$ cat config.mk
export PLATFORM = sky130hd
export DESIGN_NAME = qpll_reset_ctrl
export DESIGN_NICKNAME = d
export VERILOG_FILES = /design/src/rtl/qpll_reset_ctrl.sv
export SDC_FILE = /design/constraint.sdc
export NUM_CORES = 1
export LEC_CHECK = 0
export CAP_MARGIN = 20
export CORE_ASPECT_RATIO = 0.7
export CORE_MARGIN = 2
export CORE_UTILIZATION = 32
export DETAILED_ROUTE_END_ITERATION = 10
export PLACE_DENSITY = 0.49
export SLEW_MARGIN = 20
export SYNTH_ARGS = -nofsm -noshare
export SYNTH_HDL_FRONTEND = slang
export SYNTH_SLANG_ARGS = --single-unit
$ cat constraint.sdc
create_clock -name clk -period 2.6 [get_ports clk]
set_input_delay 0.52 -clock clk [delete_from_list [all_inputs] [get_ports clk]]
set_output_delay 0.52 -clock clk [all_outputs]
set_load 0.02 [all_outputs]
$ cat src/rtl/qpll_reset_ctrl.sv
// qpll_reset_ctrl: power-up / reset / lock-qualification sequencer for one
// quad QPLL. Drives QPLLPD and QPLLRESET, synchronizes the asynchronous lock
// and refclk-lost flags, retries failed bring-ups and reports a qualified
// qpll_ready_o to the per-channel reset sequencers.
// Optional macro QPLL_RESET_CTRL_AUTORECOVER_EN: lock loss while LOCKED
// re-sequences from PD instead of entering the sticky FAULT state.
module qpll_reset_ctrl #(
    parameter int PD_CYCLES           = 16,
    parameter int RESET_CYCLES        = 64,
    parameter int LOCK_TIMEOUT_CYCLES = 100000,
    parameter int LOCK_FILTER_CYCLES  = 256,
    parameter int MAX_RETRIES         = 3,
    localparam int RTY_W = (MAX_RETRIES > 0) ? $clog2(MAX_RETRIES + 1) : 1
) (
    input  logic             clk,
    input  logic             rst_n,
    input  logic             enable_i,
    input  logic             qplllock_i,
    input  logic             qpllrefclklost_i,
    output logic             qpllpd_o,
    output logic             qpllreset_o,
    output logic             qpll_ready_o,
    output logic             qpll_fault_o,
    output logic [RTY_W-1:0] retry_cnt_o,
    output logic [2:0]       state_o
);

    localparam int PD_W  = $clog2(PD_CYCLES) + 1;
    localparam int RST_W = $clog2(RESET_CYCLES) + 1;
    localparam int SEQ_W = (PD_W > RST_W) ? PD_W : RST_W;
    localparam int TO_W  = $clog2(LOCK_TIMEOUT_CYCLES) + 1;
    localparam int FLT_W = $clog2(LOCK_FILTER_CYCLES) + 1;

    localparam logic [SEQ_W-1:0] PD_LAST  = SEQ_W'(PD_CYCLES - 1);
    localparam logic [SEQ_W-1:0] RST_LAST = SEQ_W'(RESET_CYCLES - 1);
    localparam logic [TO_W-1:0]  TO_LAST  = TO_W'(LOCK_TIMEOUT_CYCLES - 1);
    localparam logic [FLT_W-1:0] FLT_LAST = FLT_W'(LOCK_FILTER_CYCLES - 1);
    localparam logic [RTY_W-1:0] RTY_MAX  = RTY_W'(MAX_RETRIES);

    typedef enum logic [2:0] {
        S_IDLE   = 3'd0,
        S_PD     = 3'd1,
        S_RST    = 3'd2,
        S_WAIT   = 3'd3,
        S_FILT   = 3'd4,
        S_LOCKED = 3'd5,
        S_FAULT  = 3'd6
    } state_t;

    state_t             state_q, state_d;
    logic [SEQ_W-1:0]   seq_q, seq_d;   // PD / RST phase length
    logic [TO_W-1:0]    to_q, to_d;     // lock timeout across WAIT+FILTER
    logic [FLT_W-1:0]   flt_q, flt_d;   // consecutive locked cycles in FILTER
    logic [RTY_W-1:0]   rty_q, rty_d;
    logic               lock_meta_q, lock_s_q;
    logic               lost_meta_q, lost_s_q;
    logic               do_retry;

    // Two-flop synchronizers for the asynchronous QPLL status flags
    always_ff @(posedge clk) begin
        if (!rst_n) begin
            lock_meta_q <= 1'b0;
            lock_s_q    <= 1'b0;
            lost_meta_q <= 1'b0;
            lost_s_q    <= 1'b0;
        end else begin
            lock_meta_q <= qplllock_i;
            lock_s_q    <= lock_meta_q;
            lost_meta_q <= qpllrefclklost_i;
            lost_s_q    <= lost_meta_q;
        end
    end

    // State and counter registers
    always_ff @(posedge clk) begin
        if (!rst_n) begin
            state_q <= S_IDLE;
            seq_q   <= '0;
            to_q    <= '0;
            flt_q   <= '0;
            rty_q   <= '0;
        end else begin
            state_q <= state_d;
            seq_q   <= seq_d;
            to_q    <= to_d;
            flt_q   <= flt_d;
            rty_q   <= rty_d;
        end
    end

    // Next-state logic: enable_i low overrides everything; counters saturate
    always_comb begin
        state_d  = state_q;
        seq_d    = seq_q;
        to_d     = to_q;
        flt_d    = flt_q;
        rty_d    = rty_q;
        do_retry = 1'b0;

        if (!enable_i) begin
            state_d = S_IDLE;
            seq_d   = '0;
            to_d    = '0;
            flt_d   = '0;
            rty_d   = '0;
        end else begin
            case (state_q)
                S_IDLE: begin
                    state_d = S_PD;
                    seq_d   = '0;
                end
                S_PD: begin
                    if (seq_q == PD_LAST) begin
                        state_d = S_RST;
                        seq_d   = '0;
                    end else if (!(&seq_q)) begin
                        seq_d = seq_q + SEQ_W'(1);
                    end
                end
                S_RST: begin
                    to_d = '0;
                    if (seq_q == RST_LAST) begin
                        state_d = S_WAIT;
                        seq_d   = '0;
                    end else if (!(&seq_q)) begin
                        seq_d = seq_q + SEQ_W'(1);
                    end
                end
                S_WAIT: begin
                    if (!(&to_q)) to_d = to_q + TO_W'(1);
                    if (lost_s_q || to_q == TO_LAST) begin
                        do_retry = 1'b1;
                    end else if (lock_s_q) begin
                        state_d = S_FILT;
                        flt_d   = '0;
                    end
                end
                S_FILT: begin
                    if (!(&to_q)) to_d = to_q + TO_W'(1);
                    // refclk loss invalidates any lock; a completed filter
                    // beats a simultaneous timeout
                    if (lost_s_q) begin
                        do_retry = 1'b1;
                    end else if (lock_s_q && flt_q == FLT_LAST) begin
                        state_d = S_LOCKED;
                    end else if (to_q == TO_LAST) begin
                        do_retry = 1'b1;
                    end else if (!lock_s_q) begin
                        state_d = S_WAIT;
                    end else if (!(&flt_q)) begin
                        flt_d = flt_q + FLT_W'(1);
                    end
                end
                S_LOCKED: begin
                    if (!lock_s_q || lost_s_q) begin
`ifdef QPLL_RESET_CTRL_AUTORECOVER_EN
                        state_d = S_PD;
                        seq_d   = '0;
                        rty_d   = '0;
`else
                        state_d = S_FAULT;
`endif
                    end
                end
                S_FAULT: state_d = S_FAULT;
                default: state_d = S_IDLE;
            endcase

            if (do_retry) begin
                if (rty_q < RTY_MAX) begin
                    rty_d   = rty_q + RTY_W'(1);
                    state_d = S_PD;
                    seq_d   = '0;
                end else begin
                    state_d = S_FAULT;
                end
            end
        end
    end

    // Moore output decodes
    always_comb begin
        qpllpd_o     = (state_q == S_IDLE) || (state_q == S_PD) || (state_q == S_FAULT);
        qpllreset_o  = qpllpd_o || (state_q == S_RST);
        qpll_ready_o = (state_q == S_LOCKED);
        qpll_fault_o = (state_q == S_FAULT);
        retry_cnt_o  = rty_q;
        state_o      = state_q;
    end

endmodule

==> run_results.csv <==
group,metric,value,unit
finish,layout.nets,324,
die,die_area,8300,um2
setup_path,cp_slowest_cell,"dfxtp_1",
global_route,grt_usage,15.7,%
placement,place.gp.congestion,0.768,
min_path,hold_path_depth,1,
finish,stdcell_count,412,
clock_network,insertion_delay,0.30,ns
logic_synthesis,syn_area,2420,um2
timing,fin_crit_sh,94.8,%
timing,max-slew-margin-rel,54.7,%
setup_path,startpoint_type,"flip-flop",
route,drt-pass1-iter-count,4,
die,rows,26,
placement,dp_cells,404,
logic_synthesis,synth_edf_count,0,
logic_synthesis,synth_nets,305,
setup_path,crit_end,"qpllpd_o",
clock_network,holdBufCountCts,0,
setup_path,crit_chain,"nor2_1, or2_2, clkdlybuf4s50_1",
clock_network,cts_tree,"done",
pwr,p_leak,0.885,nW
finish,drive_above_1_share,8.92,%
global_route,grt_first_pass_wirelength,10.2,mm
die,die_y,76.8,um
logic_synthesis,ys.flop_type,"dfxtp_1",
timing,finalSetupViolCount,0,
logic_synthesis,ys_async_sr_fraction,0,%
setup_path,path_delay_family,"flip-flops",
setup_path,crit_cells,3,
route,vias,2164,
die,ios,14,
clock_network,cts_root_buffer,"clkbuf_8",
setup_path,timing.rr.end,"seq_q[3]",
pwr,power_switching,0.264,mW
finish,syn2layout_area_growth,16.1,%
pwr,irDropWorstVdd,0.169,mV
setup_path,max_stage_delay,0.68,ns
global_route,grt_max_degree,18,
timing,hold_viol_final,0,
setup_path,path_max_fanout,17,
flow_run,maxCapViolations,0,
die,die_w,108,um
status,status,"finished clean",
setup_path,rr_worst_depth,5,
logic_synthesis,avgSynthCellArea,8.24,um2
setup_path,cp-startpoint,"state_o[1]",
route,drcViolationCount,0,
route,ant_nets,0,
route,post_drt_via_cell_ratio,5.25,
setup_path,crit_arrival,1.94,ns
setup_path,ff2ff_setup_slack,0.15,ns
logic_synthesis,netlist_instances,294,
die,fp.coreArea,7320,um2
setup_path,worstReg2RegStart,"to_q[12]",
logic_synthesis,ys_ff_latch,43,
logic_synthesis,yosysWarnings,0,
route,wire_per_inst,14.8,um
timing,rsz0062_at_grt,"no",
timing,final_max_slew_viol_count,0,
pwr,p_int,0.924,mW
timing,whs,0.438,ns
timing,fmax,406,MHz
global_route,antenna_found_initial,0,
clock_network,clk_transition_reported_paths,0.08,ns
timing,tns,0,ns
setup_path,path_class,"flip-flop to output pin",
pwr,power.share.combinational,3.6,%
pwr,seqPwrFrac,56.1,%
pwr,powerDensity,422,nW/um2
setup_path,cp.required,2.08,ns
logic_synthesis,ys_types,59,
global_route,grt_pass1_vias,1974,
die,start_util,33.1,%
setup_path,crit_buf_inv,1,
setup_path,cp-end-kind,"output pin",
clock_network,h-tree-depth,2,
clock_network,cts_made_buffers,5,
clock_network,cts.sinks,43,
timing,worst_pin_slew,0.673,ns
route,drt-total-wl,6.11,mm
timing,period_needed,2.46,ns
finish,post-route-util,38.4,%
finish,diodes,0,
clock_network,cts.repair.resized,0,
route,drt_iter0_drc,106,
placement,port_buffers,13,
placement,place_hpwl,4.50,mm
pwr,clockPowerShare,40.3,%
clock_network,clk_path_buf_depth,2,
min_path,hp-class,"flip-flop to flip-flop",
pwr,swShare,22.2,%
global_route,overflow,0,
clock_network,post_cts_buffers,0,
timing,finalClockSkew,0.00759,ns
logic_synthesis,yosysSeqAreaShare,35.5,%
final cells by class:
| type | instances | area, um2 |
|---|---|---|
| tap | 98 | 123 |
| multi-input combinational | 229 | 1480 |
| clock buffer | 8 | 100 |
| sequential | 43 | 861 |
| inverter | 11 | 41.3 |
| timing repair buffer | 23 | 205 |
| fill | 768 | 4510 |
Yosys cell counts, types with 3 or more instances:
library cell | count | area [um2]
a21oi_1 | 14 | 70.1
clkbuf_1 | 8 | 30.0
mux2i_1 | 3 | 30.0
nor3_1 | 8 | 40.0
nand4_1 | 6 | 37.5
or4_1 | 3 | 22.5
dfxtp_1 | 43 | 861
nor2b_1 | 4 | 25.0
nand2b_1 | 3 | 18.8
nor2_1 | 37 | 139
nand2_1 | 25 | 93.8
o31a_1 | 3 | 26.3
and2_1 | 8 | 50.1
xor2_1 | 3 | 26.3
inv_1 | 11 | 41.3
xnor2_1 | 16 | 140
nor4_1 | 3 | 18.8
nand3_1 | 9 | 45.0
a211oi_1 | 6 | 45.0
a31oi_1 | 5 | 31.3
o21ai_0 | 12 | 60.1
and3_1 | 3 | 18.8
ha_1 | 6 | 75.1
nand3b_1 | 4 | 30.0
power groups by stage:
| stage | Clock [mW] | Sequential (mW) | Combinational, mW |
|---|---|---|---|
| floorplan | 0 | 0.680 | 0.0230 |
| global placement | 0 | 0.682 | 0.0429 |
| detailed placement | 0 | 0.682 | 0.0428 |
| CTS | 0.501 | 0.666 | 0.0428 |
| global route | 0.532 | 0.667 | 0.0472 |
| finish | 0.478 | 0.666 | 0.0428 |
cells in the final DEF, fill, tap and decap left out, types with 4 or more instances in the layout:
cell / netlist / final
a211oi_1: 6 / 6
a21oi_1: 14 / 14
a31oi_1: 5 / 5
and2_1: 8 / 8
buf_4: 0 / 10
clkbuf_8: 0 / 7
clkdlybuf4s50_1: 0 / 13
dfxtp_1: 43 / 43
ha_1: 6 / 6
inv_1: 11 / 11
nand2_1: 25 / 25
nand3_1: 9 / 9
nand3b_1: 4 / 4
nand4_1: 6 / 6
nor2_1: 37 / 37
nor2b_1: 4 / 4
nor3_1: 8 / 8
o21ai_0: 12 / 12
xnor2_1: 16 / 16
cell families (layout without fill, tap and decap cells):
logic type	after synthesis	in the layout	synth area share, %
DFF	43	43	35.5
muxes	3	3	1.24
buffers and inverters	22	42	3.56
adders and majority gates	6	6	3.10
AOI/OAI and AO/OA	70	70	20.4
xor gates and xnor gates	19	19	6.87
and+or+nand+nor	131	131	29.3
registers in the layout, summed over array words and instances (netlist names):
signal / cells
lost_s_q: 1
retry_cnt_o: 2
lock_s_q: 1
lost_meta_q: 1
lock_meta_q: 1
state_o: 3
seq_q: 7
to_q: 18
flt_q: 9
worst min path at each step:
stage / from / to / slack [ns]
3_3_place_gp: lock_meta_q / lock_s_q / 0.42
2_1_floorplan: lock_meta_q / lock_s_q / 0.41
3_5_place_dp: lost_meta_q / lost_s_q / 0.42
5_1_grt: lost_meta_q / lost_s_q / 0.46
6_report: lost_meta_q / lost_s_q / 0.44
4_1_cts: lost_meta_q / lost_s_q / 0.44
layer usage:
metal	part of all wire, %	global-route usage, %
met3	4.4	3.83
met5	0	0
met4	1.2	4.62
met1	58	26.0
met2	37	18.7
metrics by stage:
stage	power, mW	area, um2	setup WS (ns)
after detailed placement	0.725	2710	0.151
after global placement	0.725	2710	0.153
after global routing	1.25	2810	0.00424
after floorplan	0.703	2420	0.635
after CTS	1.21	2810	0.120
final	1.19	2810	0.135
No activity file was read; power rests on OpenSTA's default activity.
